--- src/rtl/ask_frame_pkg.sv ---
// Shared definitions for the ASK framer/deframer pair: state encoding,
// framing constants and the CRC-8 (poly 0x07, MSB-first) byte update.
package ask_frame_pkg;

  typedef enum logic [2:0] {
    FILL,
    DROP,
    PRE,
    SYNC_H,
    SYNC_L,
    LEN,
    PAY,
    CRC
  } frame_state_t;

  localparam logic [7:0] PREAMBLE_BYTE = 8'h55;
  localparam logic [7:0] CRC_POLY      = 8'h07;

  function automatic logic [7:0] crc8_byte(input logic [7:0] crc, input logic [7:0] data);
    logic [7:0] c;
    c = crc ^ data;
    for (int unsigned i = 0; i < 8; i++) begin
      c = c[7] ? ({c[6:0], 1'b0} ^ CRC_POLY) : {c[6:0], 1'b0};
    end
    return c;
  endfunction

endpackage

--- src/rtl/axis_ask_frame_tx_if.sv ---
// Byte-wide AXI-Stream link used on both sides of the framer.
interface axis_ask_frame_tx_if;
  logic [7:0] tdata;
  logic       tvalid;
  logic       tready;
  logic       tlast;

  modport master (output tdata, output tvalid, output tlast, input tready);
  modport slave  (input tdata, input tvalid, input tlast, output tready);
endinterface

--- src/rtl/ask_frame_buf.sv ---
// Payload buffer: one write port, one registered read port. Addresses at or
// beyond DEPTH are ignored so the caller may run its pointer one past the end.
module ask_frame_buf #(
  parameter int unsigned DEPTH = 64
) (
  input  logic       clk,
  input  logic       we,
  input  logic [7:0] waddr,
  input  logic [7:0] wdata,
  input  logic [7:0] raddr,
  output logic [7:0] rdata
);
  localparam int unsigned AW      = (DEPTH > 1) ? $clog2(DEPTH) : 1;
  localparam logic [8:0]  DEPTH_W = 9'(DEPTH);

  logic [7:0] mem [DEPTH];

  always_ff @(posedge clk) begin
    if (we && ({1'b0, waddr} < DEPTH_W)) begin
      mem[waddr[AW-1:0]] <= wdata;
    end
    if ({1'b0, raddr} < DEPTH_W) begin
      rdata <= mem[raddr[AW-1:0]];
    end
  end

endmodule

--- src/rtl/axis_ask_frame_tx.sv ---
// Packet framer ahead of the ASK UART TX wrapper: buffers one AXIS packet and
// emits preamble, sync word, length, payload and CRC-8 without bubbles.
module axis_ask_frame_tx
  import ask_frame_pkg::*;
#(
  parameter int unsigned MAX_LEN      = 64,
  parameter int unsigned PREAMBLE_LEN = 4,
  parameter logic [15:0] SYNC_WORD    = 16'hD391,
  parameter logic [7:0]  CRC_INIT     = 8'h00
) (
  input  logic                clk,
  input  logic                rst,
  axis_ask_frame_tx_if.slave  s,
  axis_ask_frame_tx_if.master m,
  output logic                busy,
  output logic                err_oversize
);
  localparam logic [8:0] MAX_CNT  = 9'(MAX_LEN);
  localparam logic [3:0] PRE_LAST = 4'(PREAMBLE_LEN);

  frame_state_t state_q, state_n;
  logic [8:0]   cnt_q, cnt_n;
  logic [7:0]   len_q, len_n;
  logic [7:0]   crc_q, crc_n;
  logic [3:0]   pre_q, pre_n;
  logic [7:0]   rd_ptr_q, rd_ptr_n;
  logic [7:0]   tdata_q, tdata_n;
  logic         tvalid_q, tvalid_n;
  logic         s_tready_q, s_tready_n;
  logic         busy_q, busy_n;
  logic         err_q, err_n;

  logic         buf_we;
  logic [7:0]   buf_rdata;
  logic         s_hs, m_hs;

  assign s_hs         = s.tvalid & s_tready_q;
  assign m_hs         = tvalid_q & m.tready;
  assign s.tready     = s_tready_q;
  assign m.tdata      = tdata_q;
  assign m.tvalid     = tvalid_q;
  assign m.tlast      = 1'b0;
  assign busy         = busy_q;
  assign err_oversize = err_q;

  // Read address is the next-cycle pointer, so buf_rdata always holds the
  // byte that follows the one currently presented on m.
  ask_frame_buf #(.DEPTH(MAX_LEN)) u_buf (
    .clk   (clk),
    .we    (buf_we),
    .waddr (cnt_q[7:0]),
    .wdata (s.tdata),
    .raddr (rd_ptr_n),
    .rdata (buf_rdata)
  );

  always_comb begin
    state_n    = state_q;
    cnt_n      = cnt_q;
    len_n      = len_q;
    crc_n      = crc_q;
    pre_n      = pre_q;
    rd_ptr_n   = '0;
    tdata_n    = tdata_q;
    tvalid_n   = tvalid_q;
    s_tready_n = s_tready_q;
    busy_n     = busy_q;
    err_n      = 1'b0;
    buf_we     = 1'b0;

    unique case (state_q)
      FILL: begin
        if (s_hs) begin
          buf_we = (cnt_q < MAX_CNT);
          crc_n  = crc8_byte(crc_q, s.tdata);
          cnt_n  = cnt_q + 9'd1;
          if (s.tlast) begin
            if (cnt_q < MAX_CNT) begin
              len_n      = cnt_q[7:0] + 8'd1;
              state_n    = PRE;
              tvalid_n   = 1'b1;
              tdata_n    = PREAMBLE_BYTE;
              pre_n      = 4'd1;
              s_tready_n = 1'b0;
              busy_n     = 1'b1;
            end else begin
              err_n = 1'b1;
              cnt_n = '0;
              crc_n = CRC_INIT;
            end
          end else if (cnt_q == MAX_CNT) begin
            state_n = DROP;
          end
        end
      end
      DROP: begin
        if (s_hs && s.tlast) begin
          err_n   = 1'b1;
          cnt_n   = '0;
          crc_n   = CRC_INIT;
          state_n = FILL;
        end
      end
      PRE: begin
        if (m_hs) begin
          if (pre_q == PRE_LAST) begin
            state_n = SYNC_H;
            tdata_n = SYNC_WORD[15:8];
          end else begin
            pre_n = pre_q + 4'd1;
          end
        end
      end
      SYNC_H: begin
        if (m_hs) begin
          state_n = SYNC_L;
          tdata_n = SYNC_WORD[7:0];
        end
      end
      SYNC_L: begin
        if (m_hs) begin
          state_n = LEN;
          tdata_n = len_q;
        end
      end
      LEN: begin
        if (m_hs) begin
          state_n  = PAY;
          tdata_n  = buf_rdata;
          rd_ptr_n = 8'd1;
        end
      end
      PAY: begin
        rd_ptr_n = rd_ptr_q;
        if (m_hs) begin
          if (rd_ptr_q == len_q) begin
            state_n = CRC;
            tdata_n = crc_q;
          end else begin
            tdata_n  = buf_rdata;
            rd_ptr_n = rd_ptr_q + 8'd1;
          end
        end
      end
      CRC: begin
        if (m_hs) begin
          state_n    = FILL;
          tvalid_n   = 1'b0;
          tdata_n    = '0;
          cnt_n      = '0;
          crc_n      = CRC_INIT;
          s_tready_n = 1'b1;
          busy_n     = 1'b0;
        end
      end
      default: state_n = FILL;
    endcase
  end

  always_ff @(posedge clk or negedge rst) begin
    if (!rst) begin
      state_q    <= FILL;
      cnt_q      <= '0;
      len_q      <= '0;
      crc_q      <= CRC_INIT;
      pre_q      <= '0;
      rd_ptr_q   <= '0;
      tdata_q    <= '0;
      tvalid_q   <= 1'b0;
      s_tready_q <= 1'b1;
      busy_q     <= 1'b0;
      err_q      <= 1'b0;
    end else begin
      state_q    <= state_n;
      cnt_q      <= cnt_n;
      len_q      <= len_n;
      crc_q      <= crc_n;
      pre_q      <= pre_n;
      rd_ptr_q   <= rd_ptr_n;
      tdata_q    <= tdata_n;
      tvalid_q   <= tvalid_n;
      s_tready_q <= s_tready_n;
      busy_q     <= busy_n;
      err_q      <= err_n;
    end
  end

endmodule

--- src/flat_wrapper.sv ---
// flat-port wrapper written by rule: the top's interface ports become plain ports
module axis_ask_frame_tx_flat import ask_frame_pkg::*;
#(
  parameter int unsigned MAX_LEN      = 64,
  parameter int unsigned PREAMBLE_LEN = 4,
  parameter logic [15:0] SYNC_WORD    = 16'hD391,
  parameter logic [7:0]  CRC_INIT     = 8'h00
)
  (clk, rst, busy, err_oversize, s_tdata, s_tvalid, s_tlast, s_tready, m_tdata, m_tvalid, m_tlast, m_tready);
  axis_ask_frame_tx_if s_i ();
  axis_ask_frame_tx_if m_i ();
  input  logic clk;
  input  logic rst;
  output logic busy;
  output logic err_oversize;
  input wire logic [$bits(s_i.tdata)-1:0] s_tdata;
  input wire logic [$bits(s_i.tvalid)-1:0] s_tvalid;
  input wire logic [$bits(s_i.tlast)-1:0] s_tlast;
  output wire logic [$bits(s_i.tready)-1:0] s_tready;
  output wire logic [$bits(m_i.tdata)-1:0] m_tdata;
  output wire logic [$bits(m_i.tvalid)-1:0] m_tvalid;
  output wire logic [$bits(m_i.tlast)-1:0] m_tlast;
  input wire logic [$bits(m_i.tready)-1:0] m_tready;
  assign s_i.tdata = s_tdata;
  assign s_i.tvalid = s_tvalid;
  assign s_i.tlast = s_tlast;
  assign s_tready = s_i.tready;
  assign m_tdata = m_i.tdata;
  assign m_tvalid = m_i.tvalid;
  assign m_tlast = m_i.tlast;
  assign m_i.tready = m_tready;
  axis_ask_frame_tx #(.MAX_LEN(MAX_LEN), .PREAMBLE_LEN(PREAMBLE_LEN), .SYNC_WORD(SYNC_WORD), .CRC_INIT(CRC_INIT)) u_core (.clk(clk), .rst(rst), .s(s_i), .m(m_i), .busy(busy), .err_oversize(err_oversize));
endmodule
--- config.mk ---
export PLATFORM = sky130hd
export DESIGN_NAME = axis_ask_frame_tx_flat
export DESIGN_NICKNAME = d
export VERILOG_FILES = /design/src/rtl/ask_frame_pkg.sv /design/src/rtl/axis_ask_frame_tx_if.sv /design/src/rtl/ask_frame_buf.sv /design/src/rtl/axis_ask_frame_tx.sv /design/src/flat_wrapper.sv
export SDC_FILE = /design/constraint.sdc
export NUM_CORES = 1
export LEC_CHECK = 0
export CORE_ASPECT_RATIO = 1.75
export CORE_MARGIN = 1.5
export CORE_UTILIZATION = 40
export CTS_CLUSTER_SIZE = 20
export DETAILED_ROUTE_END_ITERATION = 10
export DONT_BUFFER_PORTS = 1
export SLEW_MARGIN = 20
export SYNTH_ARGS = -nofsm -noshare
export SYNTH_HDL_FRONTEND = slang
export SYNTH_SLANG_ARGS = --single-unit
--- constraint.sdc ---
create_clock -name clk -period 3.5 [get_ports clk]
set_clock_uncertainty 0.05 [all_clocks]
set_input_delay 0.35 -clock clk [delete_from_list [all_inputs] [get_ports clk]]
set_output_delay 0.35 -clock clk [all_outputs]
set_load 0.03 [all_outputs]
==> results of run 1 <==
==> worst max-delay path by stage <==
stage | from | endpoint
4_1_cts | u_core.len_q[5]$_DFFE_PN0P_ | u_core.u_buf.rdata[3]$_DFFE_PN_
6_report | u_core.len_q[2]$_DFFE_PN0P_ | u_core.u_buf.rdata[4]$_DFFE_PN_
3_3_place_gp | u_core.len_q[6]$_DFFE_PN0P_ | u_core.u_buf.rdata[5]$_DFFE_PN_
5_1_grt | u_core.len_q[2]$_DFFE_PN0P_ | u_core.u_buf.rdata[3]$_DFFE_PN_
2_1_floorplan | u_core.rd_ptr_q[3]$_DFF_PN0_ | u_core.u_buf.rdata[4]$_DFFE_PN_
3_5_place_dp | u_core.len_q[2]$_DFFE_PN0P_ | u_core.u_buf.rdata[2]$_DFFE_PN_
==> worst max-delay path: stages (launching register included) <==
cell	delay, ns
dfrtp_1	0.42
xor2_1	0.18
nor4_4	0.35
buf_4	0.18
a21oi_2	0.08
a21oi_4	0.21
clkinv_8	0.19
buf_4	0.20
clkbuf_16	0.19
buf_4	0.17
nand2_1	0.08
a22oi_1	0.14
a21oi_1	0.18
o31ai_1	0.08
or4_1	0.52
==> cell families (layout without fill, tap and decap cells) <==
logic type | count (synthesis) | after routing | synth area share (%)
other | 1 | 1 | 0.01562
and+or+nand+nor | 652 | 652 | 12.02
xor gates and xnor gates | 40 | 40 | 1.459
adders and majority gates | 5 | 5 | 0.2606
AOI/OAI and AO/OA | 236 | 236 | 6.634
DFF | 571 | 571 | 70.36
buffers and inverters | 130 | 333 | 2.345
muxes | 159 | 159 | 6.900
==> layout make-up <==
| cell class | instances | share of cell area [%] |
|---|---|---|
| inverters | 29 | 0.4366 |
| clock inverters | 33 | 1.376 |
| clock buffers | 53 | 4.375 |
| multi-input cells | 1093 | 23.48 |
| flip-flops and latches | 571 | 59.54 |
| repair buffers | 218 | 7.352 |
| well taps | 780 | 3.440 |
==> per-stage QoR <==
stage          cells  utilization (%)  power [mW]
6_report        2777            47.92       13.23
2_1_floorplan   1794                -       7.614
3_3_place_gp    2671            44.26       7.612
4_1_cts         2770            47.58       13.32
3_5_place_dp    2671            44.26       7.613
5_1_grt         2777            47.92       13.55
==> state kept, by name, indices dropped and copies added, names as in the netlist, 3 cells and up <==
name / count
u_core.u_buf.rdata: 8
u_core.crc_q: 8
u_core.state_q: 3
u_core.u_buf.mem: 512
u_core.m.tdata: 8
u_core.rd_ptr_q: 8
u_core.cnt_q: 9
u_core.len_q: 8
u_core.pre_q: 4
==> per-layer routing <==
layer | vias up | GRT usage (%) | part of all wire (%)
met4 | 0 | 14.80 | 7.2
met5 | - | 0 | 0
met1 | 7834 | 24.91 | 36
met3 | 182 | 3.343 | 5.0
li1 | 7010 | - | -
met2 | 533 | 40.61 | 52
==> power by group through the flow <==
| stage | clock network, mW | registers, mW | logic [mW] |
|---|---|---|---|
| after floorplan | 0 | 7.58 | 0.0319 |
| after global routing | 5.93 | 7.43 | 0.198 |
| after global placement | 0 | 7.58 | 0.0343 |
| final | 5.61 | 7.43 | 0.183 |
| after detailed placement | 0 | 7.58 | 0.0351 |
| after CTS | 5.70 | 7.43 | 0.187 |
==> cell usage after synthesis, types with 9 or more instances <==
cell      count
dfrtp_1      50
mux2i_1     147
xor2_1       22
nand4_1      22
nor2_1      131
o21ai_0      41
xnor2_1      18
inv_1        25
edfxtp_1    520
nand3_1     124
buf_2        33
and2_1       10
buf_1        10
nor3_1       15
a21oi_1      51
a32oi_1      12
a31oi_1      17
and3_1       12
clkbuf_1     49
a211oi_1     37
a22oi_1      15
nand2_1     301
buf_4         9
==> what timing repair did <==
action	in CTS	in global routing
setup buffers	0	6
pin swaps	1	2
hold buffers	12	0
hold endpoints to repair	567	0
gates cloned	1	1
gates resized for setup	6	32
endpoints found under the setup margin	7	8
==> impl_metrics.toml, run 1 <==
[synthesis]
yosysTopAreaCell = "edfxtp_1"
yosys.area.top_type_share_pct = 65.04
synth.area.top_cells = "edfxtp_1, mux2i_1, dfrtp_1"
yosysSeqAreaShare_pct = 70.36
synthesis.area_sq_um = 24010
synthCells = 1794
synth_flop_cell = "edfxtp_1"
syn_area_per_cell_sq_um = 13.38
synth-edff-count = 520
ys_types = 69
synth-async-reset-ratio_pct = 8.932
synthesis.nets = 1812
synth-warning-count = 0
synth-seq-cells = 571

[cts]
clock_path_buffers = 3
cts_sinks = 571
clkTransAtPathRegs_ns = 0.07
clock_latency_ns = 0.59
htree_levels = 2
tritoncts = "done"
root_buffer = "clkbuf_16"
cts_buffers = 49

[hold_path]
worstHoldStart = "s_tdata[1]"
holdPathEnd = "u_core.crc_q[1]$_DFFE_PN0P_"
hold_path_class = "primary input to flip-flop"
hold_path_depth = 3

[die]
start_util_pct = 40.55
io_pins = 26
die_w_um = 188.2
fp.dieH_um = 327.1
dieArea_sq_um = 61560
num_rows = 118
core_area_sq_um = 59200

[cells_and_area]
layout_commonest_cell = "edfxtp_1"
multi_input_area_sq_um = 6660
final_layout_size_suffix_gt1_share_pct = 16.73
mostFrequentLayoutCells = "edfxtp_1, nand2_1, buf_4"
area_growth_pct = 18.17
final_nets = 1980
final_cell_area_sq_um = 28370
antennaDiodeCount = 0
fill_cells = 5104
ff_latch_area_sq_um = 16890

[critical_path]
crit_path_max_fanout = 18
worst_setup_path_end_kind = "flip-flop"
reg2reg_to = "u_core.u_buf.rdata[4]$_DFFE_PN_"
cp.arrival_ns = 3.78
r2r-start = "u_core.len_q[2]$_DFFE_PN0P_"
r2r_cells = 14
start_kind = "flip-flop"
cp.required_ns = 3.77
critPathKind = "flip-flop to flip-flop"
reg2reg_slack_ns = -0.01

[power]
switchingPower_mw = 2.587
power_density_nw_per_um2 = 466.3
leakage_nw = 9.884
seqPwrFrac_pct = 56.2
sw_frac_of_total_pct = 19.56
clockPowerShare_pct = 42.4
vdd_drop_max_mv = 0.3513
p_int_mw = 10.64
combPwrFrac_pct = 1.4

[route]
num_vias = 15559
postRouteAntennaNets = 0
drt_first_pass_iters = 6
drc = 0
wl_um = 69900
viasPerCell = 5.603
drt-initial-drc-count = 1274
avgRoutedWirePerCell_um = 25.17

[run]
maxCapViolations = 0

[sta]
hold_viol = 0
worst_pin_slew_ns = 0.9391
rsz0062_at_grt = "true"
fmax_mhz = 284.6
setup_violations = 1
fin_crit_sh_pct = 100.4
setup_tns_ns = -0.01313
relSlewSlack_pct = 37.22
drv_slew = 0
holdWs_ns = 0.03105
period_minus_slack_ns = 3.513
setup_slack_ns = -0.01313

[placement]
dp_slack_ns = -0.1404
hpwl_um = 45760
placed_area_sq_um = 26200
gp_congestion = 0.9778
io_buffer_count = 0

[global_route]
grt_pass1_wl_um = 102900
grt_pass1_vias = 15624
grtUsageTotal_pct = 22.68
grt_start_max_net_pins = 66
overflow = 0
antenna_found_initial = 0

[status]
status = "complete, but fails checks"
violations = "setup timing"
(Power assumes the default switching activity.)
==> run 2, diff against run 1 <==
Settings changed: CTS_BUF_LIST from default to sky130_fd_sc_hd__clkbuf_8 sky130_fd_sc_hd__clkbuf_16, CTS_CLUSTER_DIAMETER from default to 30.
==> impl_metrics.toml, run 2 (same netlist as run 1, synthesis figures left out) <==
[status]
status = "complete, but fails checks"
violations = "setup timing"

[sta]
period_minus_slack_ns = 3.529
drv_slew = 0
fmax_mhz = 283.4
worst_pin_slew_ns = 0.9461
hold_viol = 0
setup_slack_ns = -0.02895
rsz0062_at_grt = "true"
setup_violations = 1
relSlewSlack_pct = 36.75
fin_crit_sh_pct = 100.8

[placement]
dpl.cell_count = 2671
io_buffer_count = 0
dp_slack_ns = -0.1404
gp_congestion = 0.9778
hpwl_um = 45760

[critical_path]
r2r_cells = 13
reg2reg_to = "u_core.u_buf.rdata[4]$_DFFE_PN_"
r2r-start = "u_core.rd_ptr_q[2]$_DFF_PN0_"
start_kind = "flip-flop"
worst_setup_path_end_kind = "flip-flop"
endpoint = "u_core.u_buf.rdata[4]$_DFFE_PN_"
cp.arrival_ns = 3.81
cp.required_ns = 3.78
cp-startpoint = "u_core.rd_ptr_q[2]$_DFF_PN0_"
reg2reg_slack_ns = -0.03
crit_path_max_fanout = 7
critPathKind = "flip-flop to flip-flop"

[hold_path]
hold_path_class = "primary input to flip-flop"

[global_route]
overflow = 0
antenna_found_initial = 0
grt_start_max_net_pins = 66
grt_pass1_vias = 15848
grtUsageTotal_pct = 22.83
grt_pass1_wl_um = 103300

[die]
io_pins = 26
core_area_sq_um = 59200
die_w_um = 188.2
start_util_pct = 40.55
fp.dieH_um = 327.1
num_rows = 118
dieArea_sq_um = 61560

[cells_and_area]
largest_register_ffs = 512
antennaDiodeCount = 0
fill_cells = 5017
area_growth_pct = 21.93
final_nets = 2013
final_layout_size_suffix_gt1_share_pct = 19.41
mostFrequentLayoutCells = "edfxtp_1, nand2_1, buf_4"
layout_commonest_cell = "edfxtp_1"
fin_cells = 2830

[cts]
htree_levels = 3
cts_buffers = 69
tritoncts = "done"
clock_path_buffers = 3
clock_latency_ns = 0.61
root_buffer = "clkbuf_16"
cts_sinks = 571
clkTransAtPathRegs_ns = 0.05

[power]
leakage_nw = 10.33
power_density_nw_per_um2 = 506.2
vdd_drop_max_mv = 0.3692

[route]
drc = 0
postRouteAntennaNets = 0
avgRoutedWirePerCell_um = 25.07
num_vias = 15807
wl_um = 70940
drt_first_pass_iters = 7
drt-initial-drc-count = 1362
viasPerCell = 5.586

[run]
maxCapViolations = 0
## run 2: report_power, final
group / internal [mW] / switching (mW) / total, mW
clock network: 4.18 / 3.02 / 7.20
registers: 7.43 / 0 / 7.43
logic: 0.0475 / 0.137 / 0.184
total: 11.7 / 3.15 / 14.8
## run 2: critical path: stages, from the launching register on
cell and delay [ns]:
dfrtp_1 0.40, xor2_2 0.20, nor4_4 0.35, buf_4 0.20
a21oi_4 0.07, a21oi_4 0.21, clkinv_8 0.12, buf_6 0.15
buf_4 0.13, mux4_2 0.46, and3_4 0.21, a21oi_1 0.13
o31ai_1 0.08, or4_1 0.52
## run 2: cell type report
class | instances | area [sq um] | area share [%]
repair buffers | 231 | 2252 | 7.694
clock inverters | 53 | 518.0 | 1.770
clock buffers | 73 | 1815 | 6.202
inverters | 29 | 123.9 | 0.4231
flip-flops and latches | 571 | 16890 | 57.71
well taps | 780 | 975.9 | 3.334
multi-input cells | 1093 | 6695 | 22.87
## run 2: worst min path at each step
stage | cells after the start | slack [ns] | endpoint | start
2_1_floorplan | 0 | 0.004 | u_core.busy$_DFFE_PN0P_ | rst
3_3_place_gp | 0 | 0.005 | u_core.busy$_DFFE_PN0P_ | rst
3_5_place_dp | 0 | 0.005 | u_core.busy$_DFFE_PN0P_ | rst
4_1_cts | 3 | 0.01 | u_core.crc_q[1]$_DFFE_PN0P_ | s_tdata[1]
5_1_grt | 3 | 0.05 | u_core.crc_q[1]$_DFFE_PN0P_ | s_tdata[1]
6_report | 3 | 0.01 | u_core.crc_q[1]$_DFFE_PN0P_ | s_tdata[1]
## run 2: timing repair
item	CTS	global route
pin swaps	1	5
hold buffers	12	0
cloned	0	3
endpoints found under the hold margin	567	0
resized for setup	8	42
buffers inserted	0	19
setup endpoints to repair	6	8
## run 2: metal layers
layer	part of all wire (%)	wire, um	track usage, %	vias up
met3	5.5	3874	4.071	199
met2	52	36620	40.14	596
met4	7.3	5163	16.10	0
li1	-	-	-	7103
met1	36	25280	24.77	7909
met5	0	0	0	-
## run 2: through the flow
stage               hold slack, ns  util (%)  instance area [sq um]  total power, mW  setup TNS, ns
finish                     0.01143     49.44                  29270            14.82       -0.02895
floorplan                 0.004409         -                  24010            7.614              0
detailed placement        0.005488     44.26                  26200            7.613        -0.4094
global placement          0.005498     44.26                  26200            7.612        -0.2834
CTS                        0.01077     48.71                  28840            14.91       -0.01220
global route               0.04985     49.44                  29270            15.19        -0.5026
